==> src/rtl/rf_ctrl_pkg.sv <==
// Shared types and constants for the register-file controller slice.
package rf_ctrl_pkg;

  localparam int DATA_W_DEF = 16;
  localparam int ADDR_W_DEF = 4;

  // Register 0 is hardwired: never written, cleared or dumped.
  localparam int R0_ADDR = 0;

  typedef enum logic [2:0] {
    CLEAR,
    IDLE,
    DUMP_RD,
    DUMP_HOLD,
    DUMP_END
  } state_t;

endpackage

==> src/rtl/rf_ctrl_mux.sv <==
// Combinational port mux: picks pipeline, debug channel or controller as the
// driver of the register-file ports, based on the controller state and index.
import rf_ctrl_pkg::*;

module rf_ctrl_mux #(
  parameter int DATA_W = DATA_W_DEF,
  parameter int ADDR_W = ADDR_W_DEF
) (
  input  state_t            state,
  input  logic [ADDR_W-1:0] idx,
  input  logic [ADDR_W-1:0] cpu_p0_addr,
  input  logic [ADDR_W-1:0] cpu_p1_addr,
  input  logic              cpu_re0,
  input  logic              cpu_re1,
  input  logic [ADDR_W-1:0] cpu_dst_addr,
  input  logic [DATA_W-1:0] cpu_dst,
  input  logic              cpu_we,
  input  logic              dbg_wr_valid,
  input  logic [ADDR_W-1:0] dbg_wr_addr,
  input  logic [DATA_W-1:0] dbg_wr_data,
  input  logic              dbg_dump_req,
  output logic              dbg_wr_ready,
  output logic [ADDR_W-1:0] rf_p0_addr,
  output logic [ADDR_W-1:0] rf_p1_addr,
  output logic              rf_re0,
  output logic              rf_re1,
  output logic [ADDR_W-1:0] rf_dst_addr,
  output logic [DATA_W-1:0] rf_dst,
  output logic              rf_we
);

  // Select the RF port drivers; the debug write only fills idle IDLE write slots.
  always_comb begin
    dbg_wr_ready = 1'b0;
    rf_p0_addr   = '0;
    rf_p1_addr   = '0;
    rf_re0       = 1'b0;
    rf_re1       = 1'b0;
    rf_dst_addr  = '0;
    rf_dst       = '0;
    rf_we        = 1'b0;
    case (state)
      CLEAR: begin
        rf_we       = 1'b1;
        rf_dst_addr = idx;
      end
      IDLE, DUMP_END: begin
        rf_p0_addr  = cpu_p0_addr;
        rf_p1_addr  = cpu_p1_addr;
        rf_re0      = cpu_re0;
        rf_re1      = cpu_re1;
        rf_dst_addr = cpu_dst_addr;
        rf_dst      = cpu_dst;
        rf_we       = cpu_we;
        if (state == IDLE && !cpu_we && dbg_wr_valid && !dbg_dump_req) begin
          dbg_wr_ready = 1'b1;
          rf_dst_addr  = dbg_wr_addr;
          rf_dst       = dbg_wr_data;
          rf_we        = (dbg_wr_addr != ADDR_W'(R0_ADDR));
        end
      end
      DUMP_RD: begin
        rf_p0_addr  = idx;
        rf_re0      = 1'b1;
        rf_dst_addr = idx;
      end
      DUMP_HOLD: begin
        rf_p0_addr  = idx;
        rf_dst_addr = idx;
      end
      default: ;
    endcase
  end

endmodule

==> src/rtl/rf_ctrl.sv <==
// Register-file sequencer/arbiter: clears R1..R15 after reset, passes the
// pipeline through, merges debug writes and streams a debug dump of R1..R15.
import rf_ctrl_pkg::*;

module rf_ctrl #(
  parameter int DATA_W         = DATA_W_DEF,
  parameter int ADDR_W         = ADDR_W_DEF,
  parameter bit CLEAR_ON_RESET = 1'b1
) (
  input  logic              clk,
  input  logic              rst,
  input  logic [ADDR_W-1:0] cpu_p0_addr,
  input  logic [ADDR_W-1:0] cpu_p1_addr,
  input  logic              cpu_re0,
  input  logic              cpu_re1,
  input  logic [ADDR_W-1:0] cpu_dst_addr,
  input  logic [DATA_W-1:0] cpu_dst,
  input  logic              cpu_we,
  output logic              stall,
  input  logic              dbg_wr_valid,
  input  logic [ADDR_W-1:0] dbg_wr_addr,
  input  logic [DATA_W-1:0] dbg_wr_data,
  output logic              dbg_wr_ready,
  input  logic              dbg_dump_req,
  output logic              dump_valid,
  input  logic              dump_ready,
  output logic [ADDR_W-1:0] dump_idx,
  output logic [DATA_W-1:0] dump_data,
  output logic              dump_done,
  output logic [ADDR_W-1:0] rf_p0_addr,
  output logic [ADDR_W-1:0] rf_p1_addr,
  output logic              rf_re0,
  output logic              rf_re1,
  output logic [ADDR_W-1:0] rf_dst_addr,
  output logic [DATA_W-1:0] rf_dst,
  output logic              rf_we,
  input  logic [DATA_W-1:0] rf_p0
);

  // Highest register index; the clear and dump both stop here, so idx never wraps.
  localparam logic [ADDR_W-1:0] LAST_IDX    = {ADDR_W{1'b1}};
  localparam logic [ADDR_W-1:0] FIRST_IDX   = ADDR_W'(1);
  localparam state_t            RESET_STATE = CLEAR_ON_RESET ? CLEAR : IDLE;

  state_t            state;
  state_t            next_state;
  logic [ADDR_W-1:0] idx;
  logic              beat_taken;

  assign beat_taken = dump_valid && dump_ready;

  // State register.
  always_ff @(posedge clk) begin
    if (rst) state <= RESET_STATE;
    else     state <= next_state;
  end

  // Next-state, stall and done decode.
  always_comb begin
    next_state = state;
    stall      = 1'b0;
    dump_done  = 1'b0;
    case (state)
      CLEAR: begin
        stall = 1'b1;
        if (idx == LAST_IDX) next_state = IDLE;
      end
      IDLE: begin
        if (dbg_dump_req) begin
          stall      = 1'b1;
          next_state = DUMP_RD;
        end
      end
      DUMP_RD: begin
        stall      = 1'b1;
        next_state = DUMP_HOLD;
      end
      DUMP_HOLD: begin
        stall = 1'b1;
        if (beat_taken) next_state = (idx == LAST_IDX) ? DUMP_END : DUMP_RD;
      end
      DUMP_END: begin
        dump_done  = 1'b1;
        next_state = IDLE;
      end
      default: next_state = RESET_STATE;
    endcase
  end

  // Index counter and dump beat registers; RF read data is valid by the posedge after DUMP_RD.
  always_ff @(posedge clk) begin
    if (rst) begin
      idx        <= FIRST_IDX;
      dump_valid <= 1'b0;
      dump_idx   <= '0;
      dump_data  <= '0;
    end else begin
      case (state)
        CLEAR: idx <= (idx == LAST_IDX) ? FIRST_IDX : idx + 1'b1;
        DUMP_RD: begin
          dump_data  <= rf_p0;
          dump_idx   <= idx;
          dump_valid <= 1'b1;
        end
        DUMP_HOLD: begin
          if (beat_taken) begin
            dump_valid <= 1'b0;
            if (idx != LAST_IDX) idx <= idx + 1'b1;
          end
        end
        DUMP_END: idx <= FIRST_IDX;
        default: ;
      endcase
    end
  end

  rf_ctrl_mux #(
    .DATA_W(DATA_W),
    .ADDR_W(ADDR_W)
  ) u_mux (
    .state        (state),
    .idx          (idx),
    .cpu_p0_addr  (cpu_p0_addr),
    .cpu_p1_addr  (cpu_p1_addr),
    .cpu_re0      (cpu_re0),
    .cpu_re1      (cpu_re1),
    .cpu_dst_addr (cpu_dst_addr),
    .cpu_dst      (cpu_dst),
    .cpu_we       (cpu_we),
    .dbg_wr_valid (dbg_wr_valid),
    .dbg_wr_addr  (dbg_wr_addr),
    .dbg_wr_data  (dbg_wr_data),
    .dbg_dump_req (dbg_dump_req),
    .dbg_wr_ready (dbg_wr_ready),
    .rf_p0_addr   (rf_p0_addr),
    .rf_p1_addr   (rf_p1_addr),
    .rf_re0       (rf_re0),
    .rf_re1       (rf_re1),
    .rf_dst_addr  (rf_dst_addr),
    .rf_dst       (rf_dst),
    .rf_we        (rf_we)
  );

endmodule
==> config.mk <==
export PLATFORM = sky130hd
export DESIGN_NAME = rf_ctrl
export DESIGN_NICKNAME = d
export VERILOG_FILES = /design/src/rtl/rf_ctrl_pkg.sv /design/src/rtl/rf_ctrl_mux.sv /design/src/rtl/rf_ctrl.sv
export SDC_FILE = /design/constraint.sdc
export NUM_CORES = 1
export LEC_CHECK = 0
export BUFFER_PORTS_ARGS = -buffer_cell sky130_fd_sc_hd__clkbuf_2
export CAP_MARGIN = 20
export CORE_MARGIN = 2
export CORE_UTILIZATION = 42
export DETAILED_ROUTE_END_ITERATION = 6
export PLACE_DENSITY = 0.81
export REMOVE_ABC_BUFFERS = 1
export SYNTH_ARGS = -nofsm -noshare
export SYNTH_HDL_FRONTEND = slang
export SYNTH_SLANG_ARGS = --single-unit
==> constraint.sdc <==
create_clock -name clk -period 2.5 [get_ports clk]
set_input_delay 0.75 -clock clk [delete_from_list [all_inputs] [get_ports clk]]
set_output_delay 0.75 -clock clk [all_outputs]
set_load 0.03 [all_outputs]
==> flow_summary.html, run 1 <==
<table>
<tr><th>Metric</th><th>Value</th></tr>
<tr><th colspan="2">Run status</th></tr>
<tr><td>Run status</td><td>complete, but fails checks</td></tr>
<tr><td>Violated checks</td><td>negative setup slack</td></tr>
<tr><th colspan="2">Floorplanning</th></tr>
<tr><td>Core area</td><td>0.004264 mm^2</td></tr>
<tr><td>Number of I/O pins</td><td>127</td></tr>
<tr><td>Die area</td><td>0.004906 mm^2</td></tr>
<tr><td>DIE HEIGHT</td><td>70.04 um</td></tr>
<tr><td>Initial Utilization</td><td>0.4296</td></tr>
<tr><td>Floorplan row count</td><td>24</td></tr>
<tr><td>Die X-Extent</td><td>70.04 um</td></tr>
<tr><th colspan="2">Drt</th></tr>
<tr><td>Routed via count</td><td>2393</td></tr>
<tr><td>Count of TritonRoute iterations in the first routing pass</td><td>4</td></tr>
<tr><td>Detail Route Antenna Nets</td><td>0</td></tr>
<tr><td>Detail-routed via count per cell</td><td>5.604</td></tr>
<tr><td>Initial DRC count</td><td>96</td></tr>
<tr><td>Routed wire length</td><td>6841 um</td></tr>
<tr><td>DRC viols</td><td>0</td></tr>
<tr><td>Detailed-route wire length per cell</td><td>16.02 um</td></tr>
<tr><th colspan="2">Clocking</th></tr>
<tr><td>Root buffer cell</td><td>sky130_fd_sc_hd__clkbuf_8</td></tr>
<tr><td>Clock tree from TritonCTS</td><td>yes</td></tr>
<tr><td>CTS Sinks</td><td>28</td></tr>
<tr><td>TritonCTS Buffers</td><td>3</td></tr>
<tr><td>Post-cts hold buffer count</td><td>0</td></tr>
<tr><td>Total number of H-tree levels</td><td>1</td></tr>
<tr><td>Clock latency on the worst-skew pair</td><td>0.27 ns</td></tr>
<tr><td>Reg clk slew, reported paths</td><td>0.09 ns</td></tr>
<tr><td>Number of buffers between clock root and the deepest sink</td><td>2</td></tr>
<tr><th colspan="2">Power</th></tr>
<tr><td>Part of the total power dissipated in combinational logic</td><td>0.354</td></tr>
<tr><td>Pint</td><td>899.6 uW</td></tr>
<tr><td>Clock power share</td><td>0.262</td></tr>
<tr><td>Reported net switching power</td><td>457.0 uW</td></tr>
<tr><td>Peak supply drop</td><td>0.0003823 V</td></tr>
<tr><td>Total power after layout</td><td>1357 uW</td></tr>
<tr><td>PwrDens</td><td>463.0 mW/mm^2</td></tr>
<tr><td>Standby leakage power</td><td>0.001326 uW</td></tr>
<tr><td>Power share of the sequential group</td><td>0.384</td></tr>
<tr><td>Net switching share of the total power</td><td>0.3369</td></tr>
<tr><th colspan="2">Layout</th></tr>
<tr><td>Area taken by flip-flops and latches</td><td>563.0 um^2</td></tr>
<tr><td>Non-filler instance count after layout</td><td>427</td></tr>
<tr><td>Multi-input combinational cell area</td><td>0.001252 mm^2</td></tr>
<tr><td>Most common library cell in the layout ignoring fill and taps</td><td>sky130_fd_sc_hd__clkbuf_2</td></tr>
<tr><td>Highest-count cells in the layout ignoring fill and taps</td><td>sky130_fd_sc_hd__clkbuf_2, sky130_fd_sc_hd__nand2_1, sky130_fd_sc_hd__a21oi_1</td></tr>
<tr><td>Diodes inserted</td><td>0</td></tr>
<tr><td>Count of filler cells inserted in the layout</td><td>333</td></tr>
<tr><td>Number of nets in the final layout</td><td>449</td></tr>
<tr><td>Growth of design area from synthesis to finish</td><td>59.97%</td></tr>
<tr><td>Share of post-route cells with drive strength above 1</td><td>0.4907</td></tr>
<tr><th colspan="2">Global routing</th></tr>
<tr><td>Largest net degree at the start of global routing</td><td>24</td></tr>
<tr><td>Final global-route overflow total</td><td>0</td></tr>
<tr><td>Vias in the first global route</td><td>2081</td></tr>
<tr><td>Antenna violations before repair</td><td>0</td></tr>
<tr><td>Global Route Usage Sum</td><td>0.2266</td></tr>
<tr><td>Wire length of the first global-routing pass</td><td>9411 um</td></tr>
<tr><th colspan="2">Timing</th></tr>
<tr><td>Final Setup Violations</td><td>21</td></tr>
<tr><td>Final period util</td><td>1.041</td></tr>
<tr><td>Final hold violations</td><td>0</td></tr>
<tr><td>Worst-case setup margin in the final layout</td><td>-0.1023 ns</td></tr>
<tr><td>Headroom to the max-slew limit</td><td>0.5601</td></tr>
<tr><td>Max Slew Vio Count</td><td>0</td></tr>
<tr><td>Final Critical Period</td><td>2.602 ns</td></tr>
<tr><td>Accumulated negative setup slack</td><td>-1.391 ns</td></tr>
<tr><td>Worst clock skew on the final layout</td><td>0.0007234 ns</td></tr>
<tr><td>Maximum frequency from static timing analysis</td><td>0.3843 GHz</td></tr>
<tr><td>Worst Tran Pin Value</td><td>0.6598 ns</td></tr>
<tr><td>Unrepaired setup endpoints after global routing</td><td>true</td></tr>
<tr><th colspan="2">Synthesis</th></tr>
<tr><td>Register bit count reported by yosys</td><td>28</td></tr>
<tr><td>Avg Synthesized Cell Area</td><td>7.356 um^2</td></tr>
<tr><td>Count of warnings emitted by yosys</td><td>0</td></tr>
<tr><td>Count of unique library cells instantiated by Yosys</td><td>49</td></tr>
<tr><td>Gate count after technology mapping</td><td>249</td></tr>
<tr><td>Proportion of synthesized chip area in sequential cells</td><td>0.3060</td></tr>
<tr><td>Top_reg_cell synth</td><td>sky130_fd_sc_hd__dfxtp_1</td></tr>
<tr><td>Number of enable-type register cells in the synthesized netlist</td><td>0</td></tr>
<tr><td>Area of the mapped netlist</td><td>0.001832 mm^2</td></tr>
<tr><td>Fraction of registers with async set/reset</td><td>0</td></tr>
<tr><th colspan="2">Critical path</th></tr>
<tr><td>Kind of start point of the critical path</td><td>input port</td></tr>
<tr><td>Crit end category</td><td>primary output</td></tr>
<tr><td>Startpoint of the lowest-slack register-to-register path</td><td>state[1]</td></tr>
<tr><td>Worst r2r path cells</td><td>4</td></tr>
<tr><td>R2r setup slk</td><td>0.77 ns</td></tr>
<tr><td>Required time of the critical path</td><td>1.75 ns</td></tr>
<tr><td>Number of buffers and inverters on the critical path</td><td>3</td></tr>
<tr><td>RR Endpoint</td><td>dump_data[11]</td></tr>
<tr><td>Largest delay share family, worst path</td><td>buffers and inverters</td></tr>
<tr><td>Cell type of the slowest stage on the worst timing path</td><td>sky130_fd_sc_hd__a311o_1</td></tr>
<tr><td>Stage delay of the slowest cell on the critical path</td><td>0.33 ns</td></tr>
<tr><td>Data arrival, critical path</td><td>1.85 ns</td></tr>
<tr><td>Largest fanout on the critical path</td><td>12</td></tr>
<tr><td>Type of the worst setup path</td><td>input port to primary output</td></tr>
<tr><td>Cell chain of the critical path</td><td>buf_8 &gt; nor3b_4 &gt; buf_12 &gt; nand2_8 &gt; a311o_1 &gt; clkbuf_8</td></tr>
<tr><th colspan="2">Placed design</th></tr>
<tr><td>Count of placed standard cells including taps</td><td>416</td></tr>
<tr><td>Buffers added on ports</td><td>126</td></tr>
<tr><td>HPWL Detailed</td><td>4082 um</td></tr>
<tr><td>GPL Wtd Cong</td><td>0.8110</td></tr>
<tr><th colspan="2">Hold path</th></tr>
<tr><td>HP Class</td><td>register to register</td></tr>
<tr><td>Endpoint, Worst Hold</td><td>dump_data[10]</td></tr>
<tr><td>Source of the worst hold timing path</td><td>dump_data[10]</td></tr>
<tr><td>Worst Hold Depth</td><td>2</td></tr>
<tr><th colspan="2">Job</th></tr>
<tr><td>Number of maximum-capacitance violations</td><td>0</td></tr>
</table>
[cell type report]
class / instances / share of cell area
well taps: 52 / 0.02220
repair buffers: 147 / 0.3301
inverters: 3 / 0.003843
flip-flops and latches: 28 / 0.1921
multi-input cells: 193 / 0.4274
clock inverters: 1 / 0.01025
clock buffers: 3 / 0.01409
[through the flow]
stage | util | instance area [um^2] | setup WS (ns) | hold WS, ns
after floorplan | - | 1685 | -0.6442 | 0.4751
after global placement | 0.5877 | 2506 | -0.1649 | 0.4415
after detailed placement | 0.5877 | 2506 | -0.2171 | 0.4456
after CTS | 0.6414 | 2735 | -0.09487 | 0.4597
after global routing | 0.6872 | 2930 | -0.1436 | 0.4753
final | 0.6872 | 2930 | -0.1023 | 0.4583
[power groups by stage]
stage          Combinational [uW]  Sequential, uW  Clock, uW
2_1_floorplan                 205             553          0
3_3_place_gp                  388             526          0
4_1_cts                       441             518        364
5_1_grt                       513             528        379
6_report                      481             520        356
3_5_place_dp                  393             528          0
[registers in the layout, summed over array words and instances, names as in the netlist]
| signal | cells |
|---|---|
| dump_valid | 1 |
| idx | 4 |
| state | 3 |
| dump_idx | 4 |
| dump_data | 16 |
[kinds of logic after synthesis]
group | share of synthesized area
XOR/XNOR | 0.004782
AND/OR/NAND/NOR | 0.3006
buffers and inverters | 0.08606
AO/OA/AOI/OAI | 0.2958
adder cells (fa/ha/maj) | 0.006830
flip-flops | 0.3060
[metal layers]
metal / up-vias / part of all wire / GRT usage
met5: - / 0 / 0
met4: 0 / 0.028 / 0.06410
li1: 1155 / - / -
met2: 111 / 0.52 / 0.4021
met3: 22 / 0.058 / 0.03608
met1: 1105 / 0.40 / 0.2828
[worst max-delay path by stage]
stage                    from              to  slack, ns  cells after the start
6_report         dbg_dump_req  rf_dst_addr[1]      -0.10                      6
4_1_cts        dbg_wr_addr[0]           rf_we      -0.09                      5
5_1_grt          dbg_dump_req       rf_dst[8]      -0.14                      7
3_3_place_gp           cpu_we      rf_dst[13]      -0.16                      5
3_5_place_dp           cpu_we       rf_dst[8]      -0.22                      5
2_1_floorplan    dbg_dump_req           rf_we      -0.64                      3
[worst register-to-register path: cells and delay by family (launching register included)]
family | cells | cell delay (ns)
and+or+nand+nor | 2 | 0.85
DFF | 1 | 0.46
buffers and inverters | 1 | 0.24
AOI/OAI and AO/OA | 1 | 0.08
[timing repair]
item	4_1_cts	5_1_grt
setup buffers	0	2
pin swaps	18	9
setup endpoints to repair	21	31
gates resized for setup	58	54
cloned	2	3
[synth_stat cells (2+ instances only)]
master                      number  area share
sky130_fd_sc_hd__inv_1           3      0.0061
sky130_fd_sc_hd__o2bb2ai_1       4       0.019
sky130_fd_sc_hd__nor3_1          2      0.0055
sky130_fd_sc_hd__nand3_1        20       0.055
sky130_fd_sc_hd__a21oi_1        40        0.11
sky130_fd_sc_hd__a311oi_1        2      0.0096
sky130_fd_sc_hd__clkbuf_1        8       0.016
sky130_fd_sc_hd__nor2_1          4      0.0082
sky130_fd_sc_hd__nand2_1        42       0.086
sky130_fd_sc_hd__buf_2           6       0.016
sky130_fd_sc_hd__and2_1          6       0.020
sky130_fd_sc_hd__o21ai_0        18       0.049
sky130_fd_sc_hd__a311o_1         4       0.022
sky130_fd_sc_hd__dfxtp_1        28        0.31
sky130_fd_sc_hd__a31oi_1         2      0.0068
sky130_fd_sc_hd__buf_6           2       0.012
sky130_fd_sc_hd__nor2b_1         3       0.010
sky130_fd_sc_hd__nand2b_1        2      0.0068
sky130_fd_sc_hd__nor3b_2         3       0.020
sky130_fd_sc_hd__and3_1          6       0.020
sky130_fd_sc_hd__or3b_1          3       0.014
sky130_fd_sc_hd__a22oi_1         4       0.016
sky130_fd_sc_hd__buf_4           7       0.029
sky130_fd_sc_hd__nor3b_1         3       0.012
sky130_fd_sc_hd__buf_1           3      0.0061
No activity file was read; power rests on OpenSTA's default activity.
==> run 2: changes to the inputs <==
==> constraint.sdc (replaced) <==
create_clock -name clk -period 2.9 [get_ports clk]
set_input_delay 0.87 -clock clk [delete_from_list [all_inputs] [get_ports clk]]
set_output_delay 0.87 -clock clk [all_outputs]
set_load 0.03 [all_outputs]
==> run 2 against run 1 <==
  * The flow now finishes without violations
  * Sequential power decreased by 14%
  * Register-to-register slack improved by 0.45 ns
  * Wire length decreased by 24%
  * Worst setup slack improved by 0.15 ns
  * Clock skew hardly changed
  * Via count is 7.6% lower
  * Non-clock buffer count down 9
  * Clock-buffer cell count stayed put
  * Power shrank 27%
  * First-iteration DRC count shrank 4.2%
==> flow_summary.html, run 2 (synthesis gave the netlist of run 1 again) <==
<table>
<tr><th>Metric</th><th>Value</th></tr>
<tr><th colspan="2">Drt</th></tr>
<tr><td>Detail-routed via count per cell</td><td>5.313 (was 5.604)</td></tr>
<tr><td>Detail Route Antenna Nets</td><td>0 (unchanged)</td></tr>
<tr><td>Routed wire length</td><td>5192 um (was 6841 um)</td></tr>
<tr><td>Count of TritonRoute iterations in the first routing pass</td><td>5 (was 4)</td></tr>
<tr><td>Routed via count</td><td>2210 (was 2393)</td></tr>
<tr><td>DRC viols</td><td>0 (unchanged)</td></tr>
<tr><td>Initial DRC count</td><td>92 (was 96)</td></tr>
<tr><td>Detailed-route wire length per cell</td><td>12.48 um (was 16.02 um)</td></tr>
<tr><th colspan="2">Global routing</th></tr>
<tr><td>Largest net degree at the start of global routing</td><td>24 (unchanged)</td></tr>
<tr><td>Antenna violations before repair</td><td>0 (unchanged)</td></tr>
<tr><td>Final global-route overflow total</td><td>0 (unchanged)</td></tr>
<tr><td>Vias in the first global route</td><td>1983 (was 2081)</td></tr>
<tr><td>Global Route Usage Sum</td><td>0.2044 (was 0.2266)</td></tr>
<tr><td>Wire length of the first global-routing pass</td><td>8638 um (was 9411 um)</td></tr>
<tr><th colspan="2">Critical path</th></tr>
<tr><td>Worst r2r path cells</td><td>4 (unchanged)</td></tr>
<tr><td>R2r setup slk</td><td>1.22 ns (was 0.77 ns)</td></tr>
<tr><td>Kind of start point of the critical path</td><td>input port (unchanged)</td></tr>
<tr><td>Timing startpoint of the critical path</td><td>dbg_wr_addr[0] (was dbg_dump_req)</td></tr>
<tr><td>Stage delay of the slowest cell on the critical path</td><td>0.55 ns (was 0.33 ns)</td></tr>
<tr><td>Required time of the critical path</td><td>2.03 ns (was 1.75 ns)</td></tr>
<tr><td>RR Endpoint</td><td>dump_idx[2] (was dump_data[11])</td></tr>
<tr><td>Data arrival, critical path</td><td>1.98 ns (was 1.85 ns)</td></tr>
<tr><td>Cell chain of the critical path</td><td>clkbuf_2 &gt; or4_1 &gt; a311oi_2 &gt; nor3_1 &gt; buf_4 (was buf_8 &gt; nor3b_4 &gt; buf_12 &gt; nand2_8 &gt; a311o_1 &gt; clkbuf_8)</td></tr>
<tr><td>Startpoint of the lowest-slack register-to-register path</td><td>state[1] (unchanged)</td></tr>
<tr><td>Cell type of the slowest stage on the worst timing path</td><td>sky130_fd_sc_hd__or4_1 (was sky130_fd_sc_hd__a311o_1)</td></tr>
<tr><td>Type of the worst setup path</td><td>input port to primary output (unchanged)</td></tr>
<tr><td>Largest fanout on the critical path</td><td>2 (was 12)</td></tr>
<tr><td>Crit end category</td><td>primary output (unchanged)</td></tr>
<tr><th colspan="2">Layout</th></tr>
<tr><td>Diodes inserted</td><td>0 (unchanged)</td></tr>
<tr><td>Most common library cell in the layout ignoring fill and taps</td><td>sky130_fd_sc_hd__clkbuf_2 (unchanged)</td></tr>
<tr><td>Largest registers</td><td>dump_data x16, dump_idx x4, idx x4 (unchanged)</td></tr>
<tr><td>Biggest register</td><td>dump_data (unchanged)</td></tr>
<tr><td>Area of all placed cells without fillers</td><td>0.002545 mm^2 (was 0.002930 mm^2)</td></tr>
<tr><td>Highest-count cells in the layout ignoring fill and taps</td><td>sky130_fd_sc_hd__clkbuf_2, sky130_fd_sc_hd__nand2_1, sky130_fd_sc_hd__a21oi_1 (unchanged)</td></tr>
<tr><td>Growth of design area from synthesis to finish</td><td>38.93% (was 59.97%)</td></tr>
<tr><td>Number of nets in the final layout</td><td>439 (was 449)</td></tr>
<tr><td>Largest register FFs</td><td>16 (unchanged)</td></tr>
<tr><td>Share of post-route cells with drive strength above 1</td><td>0.4231 (was 0.4907)</td></tr>
<tr><th colspan="2">Clocking</th></tr>
<tr><td>Clock latency on the worst-skew pair</td><td>0.27 ns (about the same)</td></tr>
<tr><td>Reg clk slew, reported paths</td><td>0.09 ns (about the same)</td></tr>
<tr><td>Number of buffers between clock root and the deepest sink</td><td>2 (unchanged)</td></tr>
<tr><td># Post-CTS Setup Buffers</td><td>0 (unchanged)</td></tr>
<tr><td>Clock tree from TritonCTS</td><td>yes (unchanged)</td></tr>
<tr><td>TritonCTS Buffers</td><td>3 (unchanged)</td></tr>
<tr><td>Total number of H-tree levels</td><td>1 (unchanged)</td></tr>
<tr><td>Root buffer cell</td><td>sky130_fd_sc_hd__clkbuf_8 (unchanged)</td></tr>
<tr><td>CTS Sinks</td><td>28 (unchanged)</td></tr>
<tr><th colspan="2">Hold path</th></tr>
<tr><td>HP Class</td><td>register to register (unchanged)</td></tr>
<tr><td>Source of the worst hold timing path</td><td>dump_idx[1] (was dump_data[10])</td></tr>
<tr><td>Worst Hold Depth</td><td>2 (unchanged)</td></tr>
<tr><td>Endpoint, Worst Hold</td><td>dump_idx[1] (was dump_data[10])</td></tr>
<tr><th colspan="2">Power</th></tr>
<tr><td>Peak supply drop</td><td>0.0002241 V (was 0.0003823 V)</td></tr>
<tr><td>PwrDens</td><td>388.8 mW/mm^2 (was 463.0 mW/mm^2)</td></tr>
<tr><td>Standby leakage power</td><td>0.001206 uW (was 0.001326 uW)</td></tr>
<tr><td>Total power after layout</td><td>989.4 uW (was 1357 uW)</td></tr>
<tr><th colspan="2">Floorplanning</th></tr>
<tr><td>Initial Utilization</td><td>0.4296 (unchanged)</td></tr>
<tr><td>Floorplan row count</td><td>24 (unchanged)</td></tr>
<tr><td>Die area</td><td>0.004906 mm^2 (unchanged)</td></tr>
<tr><td>Number of I/O pins</td><td>127 (unchanged)</td></tr>
<tr><td>Die X-Extent</td><td>70.04 um (unchanged)</td></tr>
<tr><td>DIE HEIGHT</td><td>70.04 um (unchanged)</td></tr>
<tr><td>Core area</td><td>0.004264 mm^2 (unchanged)</td></tr>
<tr><th colspan="2">Placed design</th></tr>
<tr><td>GPL Wtd Cong</td><td>0.8124 (was 0.8110)</td></tr>
<tr><td>HPWL Detailed</td><td>4035 um (was 4082 um)</td></tr>
<tr><td>Buffers added on ports</td><td>126 (unchanged)</td></tr>
<tr><td>Post-Place Cell Area</td><td>0.002484 mm^2 (was 0.002506 mm^2)</td></tr>
<tr><th colspan="2">Timing</th></tr>
<tr><td>Final Critical Period</td><td>2.853 ns</td></tr>
<tr><td>Final period util</td><td>0.9839</td></tr>
<tr><td>Unrepaired setup endpoints after global routing</td><td>true (unchanged)</td></tr>
<tr><td>Headroom to the max-slew limit</td><td>0.5758 (was 0.5601)</td></tr>
<tr><td>Worst Tran Pin Value</td><td>0.6364 ns (was 0.6598 ns)</td></tr>
<tr><td>Final hold violations</td><td>0 (unchanged)</td></tr>
<tr><td>Worst clock skew on the final layout</td><td>0.0008913 ns (was 0.0007234 ns)</td></tr>
<tr><td>Accumulated negative setup slack</td><td>0 ns (was -1.391 ns)</td></tr>
<tr><td>Maximum frequency from static timing analysis</td><td>0.3505 GHz</td></tr>
<tr><td>Hold WS</td><td>0.4566 ns (was 0.4583 ns)</td></tr>
<tr><td>Final Setup Violations</td><td>0 (was 21)</td></tr>
<tr><td>Max Slew Vio Count</td><td>0 (unchanged)</td></tr>
<tr><th colspan="2">Job</th></tr>
<tr><td>Number of maximum-capacitance violations</td><td>0 (unchanged)</td></tr>
<tr><th colspan="2">Run status</th></tr>
<tr><td>Run status</td><td>complete, no violations (was complete, but fails checks)</td></tr>
</table>
==> run 2: changes by cell type in the layout (fill, tap and decap cells not counted), moves of 2 or more <==
cell                       before  now
sky130_fd_sc_hd__nand3_1       18   20
sky130_fd_sc_hd__buf_4         27   12
sky130_fd_sc_hd__clkbuf_2     101  125
sky130_fd_sc_hd__a21oi_2        2    0
sky130_fd_sc_hd__clkbuf_8       7    3
sky130_fd_sc_hd__a21oi_1       38   40
sky130_fd_sc_hd__buf_8          5    0
sky130_fd_sc_hd__o21ai_2       12    0
sky130_fd_sc_hd__nor3b_2        1    3
sky130_fd_sc_hd__nor3b_4        2    0
sky130_fd_sc_hd__o21ai_0        2   14
sky130_fd_sc_hd__buf_6          7    0
==> run 2: layer usage <==
layer	up-vias	track usage	wire (um)
met2	54	0.3714	2693
met5	-	0	0
met3	0	0.04185	252
li1	1125	-	-
met4	0	0.02564	0
met1	1031	0.2554	2245
==> run 2: what timing repair did <==
| action | in CTS | in global routing |
|---|---|---|
| setup endpoints to repair | 16 | 16 |
| hold buffers | 0 | 0 |
| hold endpoints to repair | 0 | 0 |
| pin swaps | 0 | 1 |
| gates resized for setup | 2 | 10 |
==> run 2: worst max-delay path: cells and delay by family <==
kind            cells  cell delay [ns]
compound gates      1             0.24
buf+inv             2             0.26
simple gates        2             0.62
==> run 2: how the worst max path moves through the flow <==
stage / slack [ns] / to / cells past startpoint
floorplan: -0.48 / rf_we / 3
global placement: 0.003 / rf_dst[14] / 5
detailed placement: -0.07 / rf_dst[8] / 5
CTS: 0.02 / rf_we / 5
global route: -0.004 / rf_dst_addr[1] / 6
finish: 0.05 / rf_we / 5
==> run 2: report_power, final <==
group	total [uW]	internal, uW	leakage (uW)	switching [uW]
Clock	202	93.1	0.0000216	109
Sequential	447	411	0.000228	35.7
Combinational	340	135	0.000957	205
Total	989	640	0.00121	350
==> run 2: metrics by stage <==
stage	cells	setup WS, ns	util
3_5_place_dp	413	-0.06700	0.5825
6_report	416	0.04665	0.5968
2_1_floorplan	223	-0.4842	-
3_3_place_gp	413	0.002806	0.5825
4_1_cts	416	0.01641	0.5933
5_1_grt	416	-0.003741	0.5968
==> run 2: layout make-up <==
| class | count | area [um^2] |
|---|---|---|
| Multi-Input combinational cell | 192 | 1130 |
| Sequential cell | 28 | 561.8 |
| Fill cell | 400 | 1719 |
| Tap cell | 52 | 65.06 |
| Timing Repair Buffer | 138 | 735.7 |
| Inverter | 3 | 11.26 |
| Clock buffer | 3 | 41.29 |
